<file path="config.mk">
export PLATFORM = sky130hd
export DESIGN_NAME = alu_wb_stage_flat
export DESIGN_NICKNAME = d
export VERILOG_FILES = /design/src/rtl/alu_wb_stage_if.sv /design/src/rtl/alu_wb_stage.sv /design/src/flat_wrapper.sv
export SDC_FILE = /design/constraint.sdc
export NUM_CORES = 1
export LEC_CHECK = 0
export BUFFER_PORTS_ARGS = -buffer_cell sky130_fd_sc_hd__buf_2
export CORE_ASPECT_RATIO = 0.8
export CORE_MARGIN = 2
export CORE_UTILIZATION = 26
export DETAILED_ROUTE_END_ITERATION = 12
export RECOVER_POWER = 25
export SYNTH_ARGS = -nofsm -noshare
export SYNTH_HDL_FRONTEND = slang
export SYNTH_SLANG_ARGS = --single-unit
</file>
<file path="constraint.sdc">
create_clock -name clk -period 2.3 [get_ports clk]
set_input_delay 0.23 -clock clk [delete_from_list [all_inputs] [get_ports clk]]
set_output_delay 0.23 -clock clk [all_outputs]
set_load 0.05 [all_outputs]
</file>
<file path="src/rtl/alu_wb_stage_if.sv">
// alu_wb_stage_if: ALU-result input, register-file write port, flags and optional bypass port (WB_BYPASS_EN).
interface alu_wb_stage_if #(parameter int DATA_W = 8, parameter int ADDR_W = 3);
    logic              in_valid;
    logic              in_ready;
    logic [DATA_W-1:0] in_result;
    logic              in_carry;
    logic              in_zero;
    logic [2:0]        in_op;
    logic [ADDR_W-1:0] in_rd;
    logic              in_wen;
    logic              rf_we;
    logic [ADDR_W-1:0] rf_waddr;
    logic [DATA_W-1:0] rf_wdata;
    logic              rf_ready;
    logic              flag_c;
    logic              flag_z;
`ifdef WB_BYPASS_EN
    logic [ADDR_W-1:0] fwd_raddr;
    logic              fwd_hit;
    logic [DATA_W-1:0] fwd_data;
`endif
    modport slave (
        input  in_valid, in_result, in_carry, in_zero, in_op, in_rd, in_wen, rf_ready,
`ifdef WB_BYPASS_EN
        input  fwd_raddr,
        output fwd_hit, fwd_data,
`endif
        output in_ready, rf_we, rf_waddr, rf_wdata, flag_c, flag_z
    );
    modport master (
        output in_valid, in_result, in_carry, in_zero, in_op, in_rd, in_wen, rf_ready,
`ifdef WB_BYPASS_EN
        output fwd_raddr,
        input  fwd_hit, fwd_data,
`endif
        input  in_ready, rf_we, rf_waddr, rf_wdata, flag_c, flag_z
    );
endinterface

</file>
<file path="src/rtl/alu_wb_stage.sv">
// alu_wb_stage: 2-entry in-order writeback buffer driving the register-file write port and carry/zero flags.
// Optional WB_BYPASS_EN adds a combinational forwarding lookup over pending writes.
module alu_wb_stage #(
    parameter int DATA_W = 8,
    parameter int ADDR_W = 3
) (
    input logic            clk,
    input logic            rst_n,
    alu_wb_stage_if.slave  bus
);
    typedef struct packed {
        logic [DATA_W-1:0] result;
        logic              carry;
        logic              zero;
        logic [2:0]        op;
        logic [ADDR_W-1:0] rd;
        logic              wen;
    } entry_t;

    entry_t     ent_q [2];
    entry_t     ent_d [2];
    logic [1:0] count_q, count_d;
    logic       head_q, head_d;
    logic       tail_q, tail_d;
    logic       flag_c_q, flag_c_d;
    logic       flag_z_q, flag_z_d;
    logic       push, retire;

    assign bus.in_ready = count_q != 2'd2;
    assign bus.rf_we    = (count_q != 2'd0) & ent_q[head_q].wen;
    assign bus.rf_waddr = ent_q[head_q].rd;
    assign bus.rf_wdata = ent_q[head_q].result;
    assign bus.flag_c   = flag_c_q;
    assign bus.flag_z   = flag_z_q;

    // Flags-only entries retire without waiting on the register file.
    always_comb begin
        push     = bus.in_valid & bus.in_ready;
        retire   = (count_q != 2'd0) & (~ent_q[head_q].wen | bus.rf_ready);
        ent_d    = ent_q;
        if (push) ent_d[tail_q] = '{bus.in_result, bus.in_carry, bus.in_zero, bus.in_op, bus.in_rd, bus.in_wen};
        head_d   = head_q ^ retire;
        tail_d   = tail_q ^ push;
        count_d  = count_q + 2'(push) - 2'(retire);
        flag_c_d = (retire && ent_q[head_q].op == 3'b000) ? ent_q[head_q].carry : flag_c_q;
        flag_z_d = retire ? ent_q[head_q].zero : flag_z_q;
    end

    always_ff @(posedge clk or negedge rst_n) begin
        if (!rst_n) begin
            count_q  <= 2'd0;
            head_q   <= 1'b0;
            tail_q   <= 1'b0;
            flag_c_q <= 1'b0;
            flag_z_q <= 1'b0;
        end else begin
            count_q  <= count_d;
            head_q   <= head_d;
            tail_q   <= tail_d;
            flag_c_q <= flag_c_d;
            flag_z_q <= flag_z_d;
        end
    end

    always_ff @(posedge clk) begin
        ent_q <= ent_d;
    end

`ifdef WB_BYPASS_EN
    logic hit_y, hit_o;
    // With two entries the one behind the head is the youngest and takes priority.
    always_comb begin
        hit_y        = (count_q == 2'd2) & ent_q[~head_q].wen & (ent_q[~head_q].rd == bus.fwd_raddr);
        hit_o        = (count_q != 2'd0) & ent_q[head_q].wen & (ent_q[head_q].rd == bus.fwd_raddr);
        bus.fwd_hit  = hit_y | hit_o;
        bus.fwd_data = hit_y ? ent_q[~head_q].result : hit_o ? ent_q[head_q].result : '0;
    end
`endif
endmodule
</file>
<file path="src/flat_wrapper.sv">
// flat-port wrapper written by rule: the top's interface ports become plain ports
module alu_wb_stage_flat 
#(
    parameter int DATA_W = 8,
    parameter int ADDR_W = 3
)
  (clk, rst_n, bus_in_valid, bus_in_result, bus_in_carry, bus_in_zero, bus_in_op, bus_in_rd, bus_in_wen, bus_rf_ready, bus_in_ready, bus_rf_we, bus_rf_waddr, bus_rf_wdata, bus_flag_c, bus_flag_z);
  alu_wb_stage_if #(.DATA_W(DATA_W), .ADDR_W(ADDR_W)) bus_i ();
  input logic clk;
  input logic rst_n;
  input wire logic [$bits(bus_i.in_valid)-1:0] bus_in_valid;
  input wire logic [$bits(bus_i.in_result)-1:0] bus_in_result;
  input wire logic [$bits(bus_i.in_carry)-1:0] bus_in_carry;
  input wire logic [$bits(bus_i.in_zero)-1:0] bus_in_zero;
  input wire logic [$bits(bus_i.in_op)-1:0] bus_in_op;
  input wire logic [$bits(bus_i.in_rd)-1:0] bus_in_rd;
  input wire logic [$bits(bus_i.in_wen)-1:0] bus_in_wen;
  input wire logic [$bits(bus_i.rf_ready)-1:0] bus_rf_ready;
  output wire logic [$bits(bus_i.in_ready)-1:0] bus_in_ready;
  output wire logic [$bits(bus_i.rf_we)-1:0] bus_rf_we;
  output wire logic [$bits(bus_i.rf_waddr)-1:0] bus_rf_waddr;
  output wire logic [$bits(bus_i.rf_wdata)-1:0] bus_rf_wdata;
  output wire logic [$bits(bus_i.flag_c)-1:0] bus_flag_c;
  output wire logic [$bits(bus_i.flag_z)-1:0] bus_flag_z;
  assign bus_i.in_valid = bus_in_valid;
  assign bus_i.in_result = bus_in_result;
  assign bus_i.in_carry = bus_in_carry;
  assign bus_i.in_zero = bus_in_zero;
  assign bus_i.in_op = bus_in_op;
  assign bus_i.in_rd = bus_in_rd;
  assign bus_i.in_wen = bus_in_wen;
  assign bus_i.rf_ready = bus_rf_ready;
  assign bus_in_ready = bus_i.in_ready;
  assign bus_rf_we = bus_i.rf_we;
  assign bus_rf_waddr = bus_i.rf_waddr;
  assign bus_rf_wdata = bus_i.rf_wdata;
  assign bus_flag_c = bus_i.flag_c;
  assign bus_flag_z = bus_i.flag_z;
  alu_wb_stage #(.DATA_W(DATA_W), .ADDR_W(ADDR_W)) u_core (.clk(clk), .rst_n(rst_n), .bus(bus_i));
endmodule
</file>
# Word-level counts from Yosys, hierarchy flattened
# Index checks and enable logic that the tools add are counted.
# op_classes
n_eq_ne	1
magnitude_cmp	3
bitwise_logic	9
muxes	6
multipliers	0
div	0
reduce_logical	4
addsub	2
shift	0
# op_table
cell	count
17-bit two-way mux	4
34-bit bitwise mux	1
17-bit demux with 1-bit select	1
2-bit >= comparator, second input constant	2
1-bit NOT with 2-bit output	2
1-bit bitwise AND	3
3-bit logical NOT	1
2-bit by 1-bit adder with 2-bit output	1
1-bit logical AND	2
2-bit by 1-bit less-than comparator with 1-bit output, second input constant	1
2-bit inequality test, second input constant	1
2-bit nonzero test	1
2-bit by 1-bit subtractor with 2-bit output	1
1-bit XOR	2
1-bit NOT	1
1-bit bitwise OR	1
# word_totals
elab_cells	42
n_memories	0
latchBits	0
out_inout_bits	15
ram_bits	0
mem_bits_ro	0
ff_bits	40

# Longest topological paths before layout
# Gate-level depths: netlist (run 1).
# logic_depth
ltp_word	8
mapped_depth	9
ltp_nobuf	8

# Worst setup path after synthesis (run 1)
# Ideal clock, no wire load.
# synth_path
kind	register -> register
startpoint	register u_core.count_q[1]
endpoint	register u_core.ent_q[0] (netlist name), enable pin
setup_time_ps	375
synth_period_minus_slack_ps	1881
arrival_time_ps	1507
n_path_buf	0
setup_slack_ps	419
stages_incl_launch_ff	4
t_required_ps	1925
path_cell_list	dfrtp_1 -> nand2_1 -> and2_1 -> ha_1
# synth_between
elab_chain_cells	2
# synth_rtl
element	line	source
from (decl)	alu_wb_stage.sv:22	logic [1:0] count_q, count_d;
from (signal assigned)	alu_wb_stage.sv:57	count_q <= count_d;
2-bit inequality test	alu_wb_stage.sv:29	assign bus.in_ready = count_q != 2'd2;
net bus_in_ready	flat_wrapper.sv:19	output wire logic [$bits(bus_i.in_ready)-1:0] bus_in_ready;
1-bit bitwise AND	alu_wb_stage.sv:38	push = bus.in_valid & bus.in_ready;
to (signal assigned)	alu_wb_stage.sv:66	ent_q <= ent_d;
to (decl)	alu_wb_stage.sv:20	entry_t ent_q [2];
# The timed path passes the listed nets, and every way through them passes these cells.
# A chain may end at the register's enable or synchronous reset.

# Final worst setup path (run 1)
# layout_path
startpoint	register u_core.head_q
endpoint	output port bus_rf_wdata[4]
# layout_between
elab_chain_cells	4
# layout_rtl
element	line	source
from (decl)	alu_wb_stage.sv:23	logic head_q, head_d;
from (signal assigned)	alu_wb_stage.sv:52	head_q <= 1'b0;
from (signal assigned)	alu_wb_stage.sv:58	head_q <= head_d;
1-bit NOT with 2-bit output (not written as such)	alu_wb_stage.sv:32	assign bus.rf_wdata = ent_q[head_q].result;
17-bit two-way mux (3 in series)	n/a	
to (decl)	flat_wrapper.sv:22	output wire logic [$bits(bus_i.rf_wdata)-1:0] bus_rf_wdata;
# Every way passes these cells. The select of a mux whose other input is x is not followed.

==> flow_summary_export.csv, run 1 <==
group,metric,value,unit
sta,setup_violations,0,
critical_path,worst_ep_required_time,2.07,ns
power,power-per-cell-area,1390,nW/um^2
clock_network,clk_pin_slew,0.08,ns
floorplan,fp.dieArea,6630,um^2
critical_path,start_kind,"flop",
logic_synthesis,synth_cell_type_count,18,
logic_synthesis,yosysTopAreaCellShare,65.6,%
sta,period_minus_slack,1.76,ns
detailed_routing,wl,2610,um
grt,met1_usage,9.80,%
critical_path,cpPeakStageDelay,0.38,ns
floorplan,ios,36,
detailed_routing,detail-route-antenna-nets,0,
placement,gp_congestion,0.690,
clock_network,htreeDepth,2,
critical_path,crit_start,"u_core.head_q",
placement,dp.cells,198,
logic_synthesis,synth-seq-area-share,75.2,%
detailed_routing,post_drt_wl_per_cell,12.6,um
worst_hold_path,min_path_type,"input port to flop",
logic_synthesis,synth_compound_gate_area_share,1.53,%
detailed_routing,viasPerCell,3.92,
sta,final.setup_skew,0.00621,ns
sta,finalMaxSlewViolations,0,
floorplan,initial_core_util,26.6,%
logic_synthesis,synth-seq-cells,40,
clock_network,cts.sinks,40,
clock_network,cts_root_buf,"clkbuf_8",
critical_path,critPathKind,"flop to output pin",
sta,worst_pin_slew,0.271,ns
logic_synthesis,synth.mux.area_fraction,12.2,%
sta,fin_setup_tns,0,ns
logic_synthesis,synthSimpleGateAreaFrac,3.86,%
floorplan,fp.dieW,90.5,um
sta,relSlewSlack,81.6,%
placement,dp_hpwl,1950,um
critical_path,crit_slowest_cell,"dfrtp_1",
worst_hold_path,hp-start,"bus_in_result[6]",
power,clockPowerShare,16.5,%
run_status,status,"completed",
logic_synthesis,synth_area,1560,um^2
critical_path,cp_num_buf_inv,2,
critical_path,crit_family,"buffers and inverters",
logic_synthesis,synth_xor_area_share,1.69,%
layout,area_growth,25.0,%
logic_synthesis,syn_avg_cell_area,19.7,um^2
sta,period_share,76.6,%
logic_synthesis,synthCells,79,
power,power.internal,1.61,mW
detailed_routing,drtIter0Drc,34,
power,power.switching,1.09,mW
grt,grt_util_met3,4.13,%
floorplan,die_h,73.2,um
layout,fillCellCount,595,
layout,layout-drive-gt1-share,50.0,%
grt,grt_pass1_vias,872,
clock_network,clk_path_buf_depth,2,
floorplan,rows,25,
detailed_routing,drc_errors,0,
run,drv_cap,0,
layout,num_antenna_cells,0,
sta,hold_viol,0,
power,irDropWorstVdd,0.515,mV
critical_path,cp_max_fo,16,
grt,grt_use_total,8.64,%
clock_network,postCtsSetupBuffers,0,
grt,top_usage_layer,"met2",
logic_synthesis,synth_fp_nets,104,
critical_path,crit_chain,"buf_4 -> mux2_2 -> buf_2",
clock_network,cts_hold_buffers,1,
sta,rsz0062_at_grt,"no",
layout,stdcell_count,207,
grt,grt_overflow_total,0,
logic_synthesis,netlist_top_cells_area,"edfxtp_1 (66%), dfrtp_1 (9.6%), mux2_2 (9.4%), ha_1 (3.2%), mux2_4 (1.9%)",
layout,fin_util,33.3,%
critical_path,r2r_start,"u_core.count_q[1]",
power,p_sw_share,40.3,%
power,leakage,0.734,nW
critical_path,crit_path_end_kind,"output pin",
clock_network,cts_buffers,5,
grt,grt_pass1_wl,4160,um
power,p_comb_share,43.4,%
sta,fin_hold_ws,0.131,ns
clock_network,cts_resized,0,
grt,antenna_found_initial,0,
layout,nets,150,
clock_network,cts_tree,"done",
logic_synthesis,synth_top_area_cell,"edfxtp_1",
clock_network,clock_latency,0.28,ns
sta,fmax,567,MHz
logic_synthesis,synth_top_family_by_area,"multiplexers",
logic_synthesis,synth-adder-area-share,3.22,%
power,pwr-share-seq,40.1,%
grt,grtUsageMet2,14.2,%
layout,final_common_cell,"edfxtp_1",
critical_path,cp.arrival,1.53,ns
grt,grt_max_degree,17,
detailed_routing,first_pass_iters,4,
logic_synthesis,yosys_warnings,0,
detailed_routing,num_vias,812,
floorplan,core_area,5850,um^2
placement,io_buffers,35,
layout,mostFrequentLayoutCells,"edfxtp_1 (34), buf_2 (30), mux2_2 (13)",
-- per-stage QoR --
step	instance area (um^2)	setup WS, ns	total power [mW]
finish	1950	0.537	2.70
global route	1950	0.404	2.87
CTS	1950	0.510	2.75
detailed placement	1850	0.549	2.29
global placement	1850	0.589	2.26
floorplan	1560	0.419	2.03
-- state kept, by name (all words and copies together), names as in the netlist --
name	count
u_core.head_q	1
u_core.tail_q	1
u_core.bus.flag_z	1
u_core.bus.flag_c	1
u_core.count_q	2
u_core.ent_q	34
-- final timing paths --
check / slack [ns] / endpoint / cells past startpoint
worst min register to register: 0.52 / u_core.bus.flag_c / 1
min in group asynchronous: 0.30 / u_core.bus.flag_c / 2
worst min-delay path: 0.13 / u_core.ent_q[15] / 1
worst max register to register: 0.56 / u_core.count_q[1] / 8
max in group asynchronous: 1.86 / u_core.count_q[1] / 2
worst max-delay path: 0.54 / bus_rf_wdata[4] / 3
-- power by group through the flow --
stage               clock, mW  sequential, mW  combinational, mW
floorplan                   0            1.14              0.885
global placement            0            1.09               1.18
detailed placement          0            1.10               1.19
CTS                     0.466            1.09               1.20
global route            0.493            1.10               1.27
finish                  0.445            1.08               1.17
-- synth_stat cells --
| cell | count |
|---|---|
| edfxtp_1 | 34 |
| mux2_2 | 13 |
| dfrtp_1 | 6 |
| inv_1 | 5 |
| ha_1 | 4 |
| xnor2_1 | 3 |
| mux2_4 | 2 |
| nor2_1 | 2 |
| and2_1 | 1 |
| buf_2 | 1 |
| buf_6 | 1 |
| mux2i_2 | 1 |
| nand2_1 | 1 |
| nor4_4 | 1 |
| nor4b_2 | 1 |
| o21ai_2 | 1 |
| o221ai_2 | 1 |
| or2_2 | 1 |
-- layer usage --
layer / up-vias / wire length, um
met3: 2 / 179
met2: 24 / 1300
met5: - / 0
met1: 401 / 1130
li1: 385 / -
met4: 0 / 8
-- cells by family (layout without fill, tap and decap cells) --
logic type | after synthesis | in the layout
AOI/OAI and AO/OA | 2 | 2
xor gates and xnor gates | 3 | 3
adders and majority gates | 4 | 4
buffers and inverters | 7 | 54
DFF | 40 | 40
muxes | 16 | 16
and+or+nand+nor | 7 | 7
-- layout make-up --
| class | instances | area (um^2) | share of cell area, % |
|---|---|---|---|
| Clock buffer | 5 | 68.8 | 3.54 |
| Clock inverter | 3 | 18.8 | 0.965 |
| Inverter | 5 | 18.8 | 0.965 |
| Multi-Input combinational cell | 32 | 350 | 18.0 |
| Sequential cell | 40 | 1170 | 60.2 |
| Tap cell | 81 | 101 | 5.21 |
| Timing Repair Buffer | 41 | 216 | 11.1 |
(Power assumes the default switching activity.)
==> inputs of run 2 (changes only) <==
Clock period 2.3 ns to 1.7 ns, I/O delays scaled along.
==> run 2 against run 1 <==
Against the previous run: clock skew down 0.0019 ns; sequential power up 37%; die area unchanged; routed wire length grew 7.2%; highest routed layer unchanged; non-clock buffer count grew 3; hold slack worse by 0.059 ns; power up 44%; critical path depth rose by 5; the flow now finishes with violations (setup timing); via count increased by 2.7%; largest power group unchanged; utilization increased by 1.3 points; register-to-register slack worse by 0.57 ns; worst setup slack worse by 0.55 ns; critical endpoint is now u_core.count_q[1].
==> flow_summary_export.csv, run 2 (synthesis gave the netlist of run 1 again) <==
group,metric,value,unit
sta,relSlewSlack,81.0,%
layout,reg.largest.list,"u_core.ent_q (34), u_core.count_q (2)",
floorplan,rows,25,
sta,hold_viol,0,
sta,final.setup_skew,0.00431,ns
placement,gp_congestion,0.736,
sta,timing.final.ws_setup,-0.0130,ns
sta,rsz0062_at_grt,"yes",
layout,largest_reg_flops,34,
floorplan,die_h,73.2,um
power,power-per-cell-area,1920,nW/um^2
detailed_routing,num_vias,834,
clock_network,cts_buffers,5,
power,leakage,0.761,nW
detailed_routing,detail-route-antenna-nets,0,
detailed_routing,post_drt_wl_per_cell,13.3,um
sta,worst_pin_slew,0.284,ns
detailed_routing,drtIter0Drc,11,
grt,grt_overflow_total,0,
critical_path,cp_max_fo,3,
critical_path,critPathKind,"flop to flop",
detailed_routing,wl,2800,um
detailed_routing,drc_errors,0,
grt,grt_pass1_vias,925,
clock_network,clk_path_buf_depth,2,
run,drv_cap,0,
detailed_routing,viasPerCell,3.97,
run_status,violations,"setup timing",
grt,grt_pass1_wl,4300,um
floorplan,initial_core_util,26.6,%
sta,finalMaxSlewViolations,0,
sta,period_share,101,%
critical_path,cp.arrival,1.88,ns
clock_network,clock_latency,0.28,ns
clock_network,htreeDepth,2,
layout,layout-drive-gt1-share,58.9,%
sta,setup_violations,1,
layout,largest-register,"u_core.ent_q",
grt,grt_use_total,8.75,%
critical_path,crit_slowest_cell,"dfrtp_1",
floorplan,ios,36,
placement,dp_hpwl,2040,um
critical_path,cp_num_buf_inv,2,
critical_path,cpPeakStageDelay,0.44,ns
placement,place_ws,-0.0526,ns
clock_network,cts_tree,"done",
sta,fmax,584,MHz
layout,final_common_cell,"edfxtp_1",
detailed_routing,first_pass_iters,3,
critical_path,crit_path_end_kind,"flop",
sta,period_minus_slack,1.71,ns
run_status,status,"complete, but fails checks",
layout,nets,153,
layout,num_antenna_cells,0,
layout,fin_util,34.6,%
power,irDropWorstVdd,0.516,mV
placement,dp.cells,200,
layout,mostFrequentLayoutCells,"edfxtp_1 (34), buf_2 (33), mux2_2 (13)",
critical_path,worst_ep_required_time,1.87,ns
floorplan,fp.dieArea,6630,um^2
floorplan,fp.dieW,90.5,um
floorplan,core_area,5850,um^2
grt,grt_max_degree,17,
placement,io_buffers,35,
clock_network,cts_root_buf,"clkbuf_8",
critical_path,crit_family,"flip-flops",
critical_path,crit_chain,"mux2i_4 -> o21ai_2 -> inv_2 -> ha_4 -> inv_2 -> ha_4 -> xnor2_2 -> xnor2_1",
worst_hold_path,min_path_type,"input port to flop",
grt,antenna_found_initial,0,
clock_network,clk_pin_slew,0.07,ns
layout,stdcell_count,210,
clock_network,cts.sinks,40,
power,p_total,3.88,mW
sta,fin_hold_ws,0.0720,ns
layout,area_growth,29.9,%
critical_path,start_kind,"flop",
## run 2: repair_timing
item	CTS	global route
pin swaps	0	2
gates resized for setup	3	6
buffers inserted	0	1
setup endpoints to repair	5	1
endpoints found under the hold margin	6	0
hold buffers	1	0
## run 2: worst paths after layout
check                                  startpoint                end  slack, ns  cells past startpoint
worst max-delay path                u_core.head_q  u_core.count_q[1]      -0.01                      8
worst min-delay path             bus_in_result[6]   u_core.ent_q[32]       0.07                      1
worst max register to register      u_core.head_q  u_core.count_q[1]      -0.01                      8
worst min register to register  u_core.bus.flag_z  u_core.bus.flag_z       0.51                      1
max in group asynchronous                   rst_n  u_core.bus.flag_c       1.30                      2
min in group asynchronous                   rst_n      u_core.tail_q       0.26                      2
## run 2: worst register-to-register path: stages, from the launching register on
cell and delay [ns]:
dfrtp_1 0.44, mux2i_4 0.22, o21ai_2 0.18, inv_2 0.07, ha_4 0.26, inv_2 0.04
ha_4 0.15, xnor2_2 0.13, xnor2_1 0.12
## run 2: through the flow
step           TNS, ns  area [um^2]
2_1_floorplan   -0.393         1560
3_3_place_gp         0         1870
3_5_place_dp   -0.0526         1870
4_1_cts              0         1980
5_1_grt         -0.491         2020
6_report       -0.0130         2020
## run 2: area by class of cell
| class | instances | area (um^2) |
|---|---|---|
| clock buffers | 6 | 72.6 |
| clock inverters | 2 | 12.5 |
| fillers | 581 | 3830 |
| inverters | 5 | 18.8 |
| multi-input cells | 32 | 399 |
| flip-flops and latches | 40 | 1170 |
| well taps | 81 | 101 |
| repair buffers | 44 | 246 |
## run 2: power by group
group	switching (mW)	internal [mW]
sequential	0.110	1.37
clock	0.301	0.286
combinational	1.14	0.678
total	1.55	2.33
## run 2: per-layer routing
| layer | GRT usage [%] | vias up | part of all wire [%] |
|---|---|---|---|
| met3 | 3.62 | 4 | 6.2 |
| met2 | 15.4 | 27 | 52 |
| met1 | 9.36 | 413 | 41 |
| met4 | 3.93 | 0 | 1.1 |
| li1 | - | 390 | - |
| met5 | 0 | - | 0 |
==> inputs of run 3 (changes only) <==
Settings changed: CORE_UTILIZATION 26 to 52, PLACE_DENSITY from default to 0.77.
==> run 3 against run 2 <==
Against the previous run: sequential cell count stayed put; register-to-register slack hardly changed; via count is 3.1% lower; the flow still finishes with violations (setup timing); largest power group unchanged; global-route usage is 6.9 points higher; power is 4.1% lower; utilization is 33 points higher; cell count is 22% lower; cell area is 5.6% lower; maximum frequency is 0.69% higher.
==> flow_summary_export.csv, run 3 (synthesis gave the netlist of run 1 again) <==
group,metric,value,unit
run_status,status,"complete, but fails checks",
run_status,violations,"setup timing",
critical_path,crit_family,"adder cells",
layout,mostFrequentLayoutCells,"buf_2 (34), edfxtp_1 (34), mux2_2 (13)",
sta,relSlewSlack,71.4,%
critical_path,rr_worst_depth,8,
critical_path,cpMostUsedCell,"inv_1",
critical_path,critPathKind,"flop to flop",
layout,fin_area,1910,um^2
layout,reg.largest.list,"u_core.ent_q (34), u_core.count_q (2)",
sta,fmax,588,MHz
detailed_routing,num_vias,808,
critical_path,crit_path_end_kind,"flop",
critical_path,cpPeakStageDelay,0.38,ns
critical_path,crit_chain,"or2_2 -> o21ai_2 -> inv_1 -> ha_1 -> inv_1 -> ha_2 -> xnor2_2 -> xnor2_1",
layout,largest-register,"u_core.ent_q",
floorplan,rows,17,
clock_network,cts.sinks,40,
sta,rsz0062_at_grt,"yes",
grt,grt_pass1_wl,3570,um
critical_path,crit_slowest_cell,"dfrtp_1",
layout,area_growth,22.6,%
critical_path,crit_start,"u_core.count_q[0]",
sta,final.setup_skew,0.00494,ns
clock_network,clock_latency,0.29,ns
critical_path,worst_ep_required_time,1.88,ns
grt,antenna_found_initial,0,
placement,gp_congestion,0.805,
grt,grt_pass1_vias,786,
detailed_routing,drc_errors,0,
layout,layout-drive-gt1-share,54.8,%
detailed_routing,post_drt_wl_per_cell,14.1,um
power,leakage,0.745,nW
power,power-per-cell-area,1950,nW/um^2
clock_network,cts_buffers,5,
sta,timing.final.ws_setup,-0.00123,ns
sta,worst_pin_slew,0.429,ns
sta,finalMaxSlewViolations,0,
critical_path,timing.rr.end,"u_core.count_q[1]",
layout,num_antenna_cells,0,
floorplan,initial_core_util,55.4,%
critical_path,cp_num_buf_inv,2,
placement,placed_cell_area,1800,um^2
clock_network,htreeDepth,2,
clock_network,cts_tree,"done",
critical_path,endpoint,"u_core.count_q[1]",
detailed_routing,detail-route-antenna-nets,0,
sta,period_minus_slack,1.70,ns
clock_network,clk_path_buf_depth,2,
clock_network,clk_pin_slew,0.07,ns
floorplan,fp.dieArea,3450,um^2
run,drv_cap,0,
placement,dp_hpwl,1540,um
sta,setup_violations,1,
clock_network,cts_root_buf,"clkbuf_8",
worst_hold_path,min_path_type,"input port to flop",
critical_path,cp_max_fo,2,
placement,io_buffers,35,
sta,period_share,100,%
critical_path,reg2reg_slack,-0.001,ns
floorplan,die_h,52.9,um
layout,nets,150,
grt,grt_max_degree,18,
detailed_routing,drtIter0Drc,19,
critical_path,r2r_start,"u_core.count_q[0]",
power,irDropWorstVdd,0.973,mV
layout,largest_reg_flops,34,
critical_path,start_kind,"flop",
detailed_routing,wl,2310,um
detailed_routing,viasPerCell,4.93,
grt,grt_overflow_total,0,
sta,hold_viol,0,
sta,fin_hold_ws,0.0657,ns
floorplan,fp.dieW,65.2,um
floorplan,core_area,2810,um^2
critical_path,cp.arrival,1.88,ns
critical_path,crit_cells,8,
floorplan,ios,36,
grt,grt_use_total,15.6,%
detailed_routing,first_pass_iters,2,
==> run 3: cell types whose count changed in the layout (fill, tap and decap cells not counted), moves of 2 or more <==
| cell | delta |
|---|---|
| ha_4 | -2 |
| buf_4 | -3 |
| inv_2 | -2 |
| inv_1 | +2 |
==> run 3: how the worst min path moves through the flow <==
stage | startpoint | endpoint | cells past startpoint
2_1_floorplan | rst_n | u_core.bus.flag_c | 0
3_3_place_gp | rst_n | u_core.bus.flag_c | 1
3_5_place_dp | rst_n | u_core.count_q[0] | 1
4_1_cts | bus_in_op[1] | u_core.ent_q[22] | 1
5_1_grt | bus_in_carry | u_core.ent_q[25] | 1
6_report | bus_in_result[4] | u_core.ent_q[13] | 1
==> run 3: final cells by class <==
| class | count | area (um^2) |
|---|---|---|
| Clock buffer | 7 | 76.3 |
| Clock inverter | 1 | 3.75 |
| Fill cell | 188 | 900 |
| Inverter | 5 | 18.8 |
| Multi-Input combinational cell | 32 | 365 |
| Sequential cell | 40 | 1170 |
| Tap cell | 38 | 47.5 |
| Timing Repair Buffer | 41 | 225 |
==> run 3: worst register-to-register path, stage by stage (launching register included) <==
cell and delay [ns]:
dfrtp_1 0.38, or2_2 0.32, o21ai_2 0.08, inv_1 0.06
ha_1 0.28, inv_1 0.04, ha_2 0.18, xnor2_2 0.14
xnor2_1 0.12
==> run 3: report_power, final <==
part	internal (mW)	switching, mW
Sequential	1.37	0.0927
Combinational	0.606	1.08
Clock	0.285	0.294
Total	2.26	1.47
==> run 3: layer usage <==
| layer | GRT usage [%] | up-vias | wire (um) |
|---|---|---|---|
| met5 | 0 | - | 0 |
| met4 | 12.5 | 0 | 65 |
| met2 | 24.1 | 25 | 1150 |
| met3 | 5.32 | 7 | 118 |
| li1 | - | 385 | - |
| met1 | 17.9 | 391 | 982 |
==> run 3: metrics by stage <==
step | power [mW] | util (%) | cells | setup WS (ns) | TNS (ns)
after global routing | 3.92 | 68.0 | 164 | -0.0759 | -1.23
after CTS | 3.75 | 67.9 | 164 | 0.00637 | 0
final | 3.73 | 68.0 | 164 | -0.00123 | -0.00123
after global placement | 3.06 | 64.0 | 154 | 0.0730 | 0
after detailed placement | 3.11 | 64.0 | 154 | -0.0343 | -0.0343
after floorplan | 2.75 | - | 79 | -0.0299 | -0.393
==> run 3: repair_timing <==
item                                    CTS  global route
hold endpoints to repair                  6             0
setup buffers                             1             0
hold buffers                              1             0
resized for setup                         2             1
endpoints found under the setup margin    1            46
